File: config.mk
export PLATFORM = sky130hd
export DESIGN_NAME = mem_arbiter
export DESIGN_NICKNAME = d
export VERILOG_FILES = /design/src/rtl/mem_arbiter_pkg.sv /design/src/rtl/mem_arbiter.sv
export SDC_FILE = /design/constraint.sdc
export NUM_CORES = 1
export LEC_CHECK = 0
export ABC_CLOCK_PERIOD_IN_PS = 6200
export BUFFER_PORTS_ARGS = -buffer_cell sky130_fd_sc_hd__buf_4
export CAP_MARGIN = 10
export CORE_MARGIN = 10
export CORE_UTILIZATION = 53
export CTS_CLUSTER_SIZE = 30
export DETAILED_ROUTE_END_ITERATION = 10
export PLACE_DENSITY = 0.76
export SKIP_LAST_GASP = 1
export SLEW_MARGIN = 25
export SYNTH_ARGS = -nofsm -noshare
export SYNTH_HDL_FRONTEND = slang
export SYNTH_SLANG_ARGS = --single-unit
File: constraint.sdc
create_clock -name clk -period 6.2 [get_ports clk]
set_input_delay 0.62 -clock clk [delete_from_list [all_inputs] [get_ports clk]]
set_output_delay 0.62 -clock clk [all_outputs]
set_load 0.03 [all_outputs]
File: src/rtl/mem_arbiter_pkg.sv
// Shared definitions for the byte-wide RAM arbiter: bus types, length codes,
// sequencer states and the length-code decoder.
package mem_arbiter_pkg;

  typedef logic [31:0] RegBus;
  typedef logic [31:0] InstAddrBus;
  typedef logic [7:0]  RamDataBus;

  localparam logic [1:0] LenByte = 2'b00;
  localparam logic [1:0] LenHalf = 2'b01;
  localparam logic [1:0] LenWord = 2'b11;

  typedef enum logic [1:0] {
    IDLE   = 2'b00,
    IF_RD  = 2'b01,
    MEM_RD = 2'b10,
    MEM_WR = 2'b11
  } state_e;

  // The unused code 2'b10 falls through to a full word.
  function automatic logic [2:0] lenToBytes(input logic [1:0] len);
    case (len)
      LenByte: lenToBytes = 3'd1;
      LenHalf: lenToBytes = 3'd2;
      default: lenToBytes = 3'd4;
    endcase
  endfunction

endpackage

File: src/rtl/mem_arbiter.sv
// Shares one byte-wide RAM port between instruction fetch and the MEM stage,
// serialising 32-bit fetches and 1/2/4-byte little-endian loads and stores.
module mem_arbiter
  import mem_arbiter_pkg::*;
#(
  parameter int ADDR_WIDTH = 32
) (
  input  logic                  clk,
  input  logic                  rst,
  input  logic                  if_req_i,
  input  logic [ADDR_WIDTH-1:0] if_addr_i,
  input  logic                  if_cancel_i,
  output logic                  if_done_o,
  output RegBus                 if_data_o,
  input  logic                  mem_req_i,
  input  logic                  mem_we_i,
  input  logic [1:0]            mem_len_i,
  input  logic [ADDR_WIDTH-1:0] mem_addr_i,
  input  RegBus                 mem_wdata_i,
  output logic                  mem_done_o,
  output RegBus                 mem_rdata_o,
  output logic                  stallreq_o,
  input  RamDataBus             ram_din_i,
  output RamDataBus             ram_dout_o,
  output logic [ADDR_WIDTH-1:0] ram_a_o,
  output logic                  ram_wr_o
);

  state_e                state_q, state_d;
  logic [ADDR_WIDTH-1:0] base_q, base_d;
  logic [2:0]            num_q, num_d;
  logic [2:0]            cnt_q, cnt_d;
  RegBus                 wbuf_q, wbuf_d;
  RegBus                 rbuf_q, rbuf_d;
  RegBus                 ifData_q, ifData_d;
  RegBus                 memRdata_q, memRdata_d;
  logic                  ifDone_q, ifDone_d;
  logic                  memDone_q, memDone_d;
  logic [ADDR_WIDTH-1:0] curAddr;
  logic [1:0]            rdIdx;

  assign curAddr = base_q + ADDR_WIDTH'(cnt_q);
  // Read data lags its address by one cycle, so byte cnt-1 arrives now.
  assign rdIdx   = 2'(cnt_q - 3'd1);

  always_comb begin
    state_d    = state_q;
    base_d     = base_q;
    num_d      = num_q;
    cnt_d      = cnt_q;
    wbuf_d     = wbuf_q;
    rbuf_d     = rbuf_q;
    ifData_d   = ifData_q;
    memRdata_d = memRdata_q;
    ifDone_d   = 1'b0;
    memDone_d  = 1'b0;
    ram_a_o    = '0;
    ram_dout_o = '0;
    ram_wr_o   = 1'b0;

    case (state_q)
      IDLE: begin
        // A request still held during its own done pulse must not restart.
        if (!ifDone_q && !memDone_q) begin
          if (mem_req_i) begin
            state_d = mem_we_i ? MEM_WR : MEM_RD;
            base_d  = mem_addr_i;
            num_d   = lenToBytes(mem_len_i);
            wbuf_d  = mem_wdata_i;
            cnt_d   = 3'd0;
            rbuf_d  = '0;
          end else if (if_req_i && !if_cancel_i) begin
            state_d = IF_RD;
            base_d  = if_addr_i;
            num_d   = 3'd4;
            cnt_d   = 3'd0;
            rbuf_d  = '0;
          end
        end
      end

      MEM_WR: begin
        ram_a_o    = curAddr;
        ram_dout_o = wbuf_q[{cnt_q[1:0], 3'b000} +: 8];
        ram_wr_o   = 1'b1;
        cnt_d      = cnt_q + 3'd1;
        if (cnt_q == num_q - 3'd1) begin
          state_d   = IDLE;
          memDone_d = 1'b1;
        end
      end

      IF_RD, MEM_RD: begin
        if (cnt_q < num_q) begin
          ram_a_o = curAddr;
        end
        if (cnt_q != 3'd0) begin
          rbuf_d[{rdIdx, 3'b000} +: 8] = ram_din_i;
        end
        cnt_d = cnt_q + 3'd1;
        if (cnt_q == num_q) begin
          state_d = IDLE;
          if (state_q == IF_RD) begin
            ifDone_d = 1'b1;
            ifData_d = rbuf_d;
          end else begin
            memDone_d  = 1'b1;
            memRdata_d = rbuf_d;
          end
        end
        if (state_q == IF_RD && if_cancel_i) begin
          state_d  = IDLE;
          ifDone_d = 1'b0;
          ifData_d = ifData_q;
        end
      end

      default: state_d = IDLE;
    endcase
  end

  always_ff @(posedge clk or posedge rst) begin
    if (rst) begin
      state_q    <= IDLE;
      base_q     <= '0;
      num_q      <= '0;
      cnt_q      <= '0;
      wbuf_q     <= '0;
      rbuf_q     <= '0;
      ifData_q   <= '0;
      memRdata_q <= '0;
      ifDone_q   <= 1'b0;
      memDone_q  <= 1'b0;
    end else begin
      state_q    <= state_d;
      base_q     <= base_d;
      num_q      <= num_d;
      cnt_q      <= cnt_d;
      wbuf_q     <= wbuf_d;
      rbuf_q     <= rbuf_d;
      ifData_q   <= ifData_d;
      memRdata_q <= memRdata_d;
      ifDone_q   <= ifDone_d;
      memDone_q  <= memDone_d;
    end
  end

  assign if_done_o   = ifDone_q;
  assign if_data_o   = ifData_q;
  assign mem_done_o  = memDone_q;
  assign mem_rdata_o = memRdata_q;
  // Gated by reset so every output reads zero while reset is held.
  assign stallreq_o  = mem_req_i & ~memDone_q & ~rst;

endmodule

# Word-level counts from Yosys, hierarchy flattened
# Cells that the tools add are included.
dict set report word_totals {
  register_bits 170
  inputBits 112
  out_inout_bits 108
  wordCells 90
}
dict set report classes {
  add_sub_neg 5
  order_cmp 1
  eq_ne 10
  n_shift 3
  muxes 35
  n_bitwise 6
  reduce_logical 20
}
# operator n
set op_table {}
lappend op_table {{2-to-1 mux 32 bit} 7}
lappend op_table {{case mux 32 bit (2 select lines)} 2}
lappend op_table {{adder 32 x 3 -> 32 bit} 1}
lappend op_table {{bitwise mux 32 bit} 1}
lappend op_table {{variable shift 8 x 7 -> 32 bit (first input constant)} 1}
lappend op_table {{variable part select 32 x 6 -> 8 bit} 1}
lappend op_table {{variable part select 8 x 7 -> 32 bit} 1}
lappend op_table {{2-to-1 mux 3 bit} 5}
lappend op_table {{2-to-1 mux 2 bit} 6}
lappend op_table {{case mux 3 bit (2 select lines)} 2}
lappend op_table {{AND reduction 3 bit} 4}
lappend op_table {{2-to-1 mux 1 bit} 9}
lappend op_table {{2-to-1 mux 8 bit} 1}
lappend op_table {{AND reduction 4 bit} 2}
lappend op_table {{negator 5 -> 7 bit} 1}
lappend op_table {{equality test 3 bit} 2}
lappend op_table {{!= test 3 bit (second input constant)} 2}
lappend op_table {{case mux 2 bit (3 select lines)} 1}
lappend op_table {{equality test 2 x 1 -> 1 bit (second input constant)} 2}
lappend op_table {{equality test 2 bit (second input constant)} 2}
lappend op_table {{logical NOT 2 bit} 2}
lappend op_table {{!= test 2 bit (second input constant)} 2}
lappend op_table {{inverter 1 bit} 4}
lappend op_table {{nonzero test 2 bit} 2}
lappend op_table {{other kinds (12)} 17}

# Logic depth before layout (Yosys ltp)
dict set report depth {
  ltp_word 6
  depth_mapped 10
}

# Least setup slack after synthesis
# No wires, ideal clock.
dict set report synth_path {
  kind {reg-to-output}
  start {reg cnt_q[1]}
  end {out ram_a_o[24]}
  arrival_time_ns 2.914
  required_ns 5.580
  slack_ns 2.666
  path_stages_with_launch 9
  path_cell_list {dfrtp_1 -> clkbuf_1 -> inv_1 -> fa_1 -> nor2b_1 -> o2111ai_1 -> clkbuf_1 -> or4_1 -> a21oi_1}
}
dict set report synth_via {
  elab_chain_len 3
  elab_cells_between_ends 4
  cone_classes {1 x add/sub; 1 x order compare; 2 x mux}
}
# item line
set synth_rtl {}
lappend synth_rtl {{from (decl)} mem_arbiter.sv:32} ;# logic [2:0] cnt_q, cnt_d;
lappend synth_rtl {{from (signal assigned)} mem_arbiter.sv:138} ;# cnt_q <= cnt_d;
lappend synth_rtl {{adder 32 x 3 -> 32 bit or less-than comparator 3 bit (tied branches)} {mem_arbiter.sv:42, mem_arbiter.sv:94}}
lappend synth_rtl {{2-to-1 mux 32 bit} mem_arbiter.sv:94} ;# if (cnt_q < num_q) begin
lappend synth_rtl {{case mux 32 bit (2 select lines) (*)} mem_arbiter.sv:61} ;# case (state_q)
lappend synth_rtl {{to (decl)} mem_arbiter.sv:25} ;# output logic [ADDR_WIDTH-1:0] ram_a_o,
# Every way passes the cells marked *; elsewhere a longest branch is shown, timed or not.

# Worst setup path after layout
dict set report layout_path {
  start {reg cnt_q[0]}
  end {out ram_a_o[22]}
}
# The elaborated chain is that of the path after synthesis.

==> flow_metrics.env <==
export IMPL_outcome="finished, final reports clean"
export IMPL_crit_path_max_incr_delay_ps=970
export IMPL_ys_top_cells_by_area="dfrtp_1 (51%), mux2_2 (6.5%), a22o_1 (4.2%)"
export IMPL_endpoint_kind="output port"
export IMPL_grt_max_degree=76
export IMPL_critPathKind="flip-flop to output port"
export IMPL_grt_pass1_wl_um=37000
export IMPL_drt_first_pass_iters=5
export IMPL_pin_count=220
export IMPL_dominantRegCellSynth="dfrtp_1"
export IMPL_hold_path_class="input pin to async pin"
export IMPL_dieArea_sq_mm=0.02122
export IMPL_cts_root_buf="clkbuf_16"
export IMPL_cts_setup_buffers=0
export IMPL_vias=6848
export IMPL_cp_slowest_cell="dfrtp_1"
export IMPL_yosys_warnings=0
export IMPL_ctsHoldBuffers=0
export IMPL_critPathBufInv=3
export IMPL_r2r_start="cnt_q[0]"
export IMPL_r2r_setup_slack_ps=2990
export IMPL_path_delay_family="flip-flops"
export IMPL_antenna_found_initial=0
export IMPL_ant_nets=0
export IMPL_rsz0062_at_grt="false"
export IMPL_maxCapViolCount=0
export IMPL_wl_um=23040
export IMPL_clock_latency_ps=420
export IMPL_place_hpwl_um=16720
export IMPL_cp_required_ps=5580
export IMPL_cts_tree="done"
export IMPL_portBuffers=219
export IMPL_start_kind="flip-flop"
export IMPL_grt_pass1_vias=6801
export IMPL_coreArea_sq_mm=0.01531
export IMPL_cellPowerDensity_mw_per_mm2=468.4
export IMPL_reg2reg_to="rbuf_q[17]"
export IMPL_drv_slew=0
export IMPL_first_iter_violations=548
export IMPL_syn_area_sq_mm=0.008372
export IMPL_max_vdd_ir_drop_mv=0.3643
export IMPL_async_reset_ff_share_pct=100.0
export IMPL_clock_sinks=170
export IMPL_path_cells="ha_1 -> inv_1 -> fa_1 -> nor2b_1 -> o2111ai_1 -> buf_4 -> or4_1 -> a21oi_1 -> buf_4"
export IMPL_p_leak_nw=5.018
export IMPL_fin_setup_tns_ps=0
export IMPL_ys_ff_latch=170
export IMPL_crit_top_cell="buf_4"
export IMPL_rows=45
export IMPL_finish_utilization_pct=70.37
export IMPL_path_max_fanout=21
export IMPL_start_util_pct=54.67
export IMPL_drcViolationCount=0
export IMPL_yosysTopAreaCell="dfrtp_1"
export IMPL_antennaDiodeCount=0
export IMPL_ys_types=50
export IMPL_design_area_sq_mm=0.01078
export IMPL_setup_violations_final=0
export IMPL_areaGrowthSynthToFinish_pct=28.73
export IMPL_fin_nets=1108
export IMPL_timing_slew_headroom_pct=32.30
export IMPL_fmax_ghz=0.2330
export IMPL_synth_most_common_cell="dfrtp_1"
export IMPL_yosys_top_cells_count="dfrtp_1 (170), nand2_1 (76), o21ai_0 (69)"
export IMPL_overflow=0
export IMPL_cp_arrival_ps=3670
export IMPL_cts_buffers=17
export IMPL_cts_max_path_buffers=2
export IMPL_period_needed_ps=4291
export IMPL_path_clk_slew_ps=60
export IMPL_die_w_um=145.7
export IMPL_die_height_um=145.7
export IMPL_place_area_sq_mm=0.01014
export IMPL_gp_congestion=0.8284
export IMPL_hold_viol_final=0
export IMPL_wl_per_cell_um=19.20
export IMPL_grt_total_usage_pct=21.11
export IMPL_vias_per_cell=5.707
export IMPL_period_share_pct=69.22
export IMPL_synth_top_area_share_pct=50.81
export IMPL_drive_above_1_share_pct=32.36
export IMPL_worst_pin_slew_ps=1008
export IMPL_worstRegToRegCells=6
export IMPL_syn_instance_count=788
export IMPL_post_cts_resized=0
export IMPL_avgSynthCellArea_sq_um=10.62
export IMPL_h_tree_depth=4
export IMPL_ys_seq_area_share_pct=50.81
export IMPL_synth_edf_count=0
export IMPL_synth_nets=918
export IMPL_finalClockSkew_ps=9.446
-- layout by cell type (no fill, tap or decap), types with 7 or more instances in the layout --
cell type and count:
buf_4 225, dfrtp_1 170, nand2_1 75, o21ai_0 69, mux2_2 48, a21oi_1 44, nor2_1 41, a22o_1 40
mux2i_1 33, a22oi_1 24, inv_1 20, ha_1 17, clkbuf_16 17, and2_1 12, nand3_1 11, o31ai_1 11
nand4_1 10, or4_1 10, and3_1 8, nor3_1 8, mux4_2 8, xnor2_1 7
-- cell families (layout without fill, tap and decap cells) --
| kind of cell | Yosys count | after routing | synth area share [%] |
|---|---|---|---|
| DFF | 170 | 170 | 50.81 |
| muxes | 89 | 89 | 12.55 |
| adders and majority gates | 18 | 18 | 2.780 |
| AOI/OAI and AO/OA | 211 | 211 | 16.35 |
| and+or+nand+nor | 212 | 212 | 12.57 |
| xor gates and xnor gates | 12 | 12 | 1.435 |
| buffers and inverters | 76 | 277 | 3.497 |
-- metal layers --
metal,track usage [%],part of all wire [%],vias up
li1,-,-,3260
met5,0,0,-
met2,33.37,47,241
met1,28.06,45,3332
met4,3.943,0.95,0
met3,6.613,6.6,15
-- worst max-delay path by stage --
stage | from | endpoint | slack (ps) | cells after the start
final | cnt_q[0] | ram_a_o[22] | 1910 | 9
after detailed placement | cnt_q[0] | ram_a_o[22] | 2300 | 9
after CTS | cnt_q[0] | ram_a_o[22] | 1850 | 9
after floorplan | rst | base_q[0] | 980 | 1
after global placement | cnt_q[0] | ram_a_o[24] | 2350 | 9
after global routing | cnt_q[0] | ram_a_o[26] | 1600 | 9
-- flip-flops by register name, indices dropped and copies added, names as in the netlist --
| name | flops |
|---|---|
| state_q | 2 |
| base_q | 32 |
| if_done_o | 1 |
| wbuf_q | 32 |
| mem_rdata_o | 32 |
| num_q | 3 |
| if_data_o | 32 |
| mem_done_o | 1 |
| cnt_q | 3 |
| rbuf_q | 32 |
-- cell type report --
cell class	count	area [sq um]
clock buffers	18	429.2
clock inverters	12	197.7
fillers	1200	4538
inverters	21	83.83
multi-input cells	542	3847
flip-flops and latches	170	4254
well taps	211	264.0
repair buffers	226	1700
-- where the power goes --
| group | switching [W] | internal (W) |
|---|---|---|
| logic | 0.00125 | 0.000845 |
| clock network | 0.000431 | 0.000711 |
| registers | 0.000332 | 0.00147 |
| total | 0.00202 | 0.00303 |
-- through the flow --
stage | cells | setup slack (ps) | total power (W) | hold slack, ps
finish | 1200 | 1909 | 0.005048 | 200.6
global route | 1200 | 1597 | 0.005356 | 211.2
CTS | 1200 | 1854 | 0.005063 | 204.9
detailed placement | 1170 | 2298 | 0.003913 | 471.5
global placement | 1170 | 2352 | 0.003852 | 466.5
floorplan | 788 | 976.6 | 0.003211 | 449.8
Note: power is estimated with default switching activity, not from simulation.
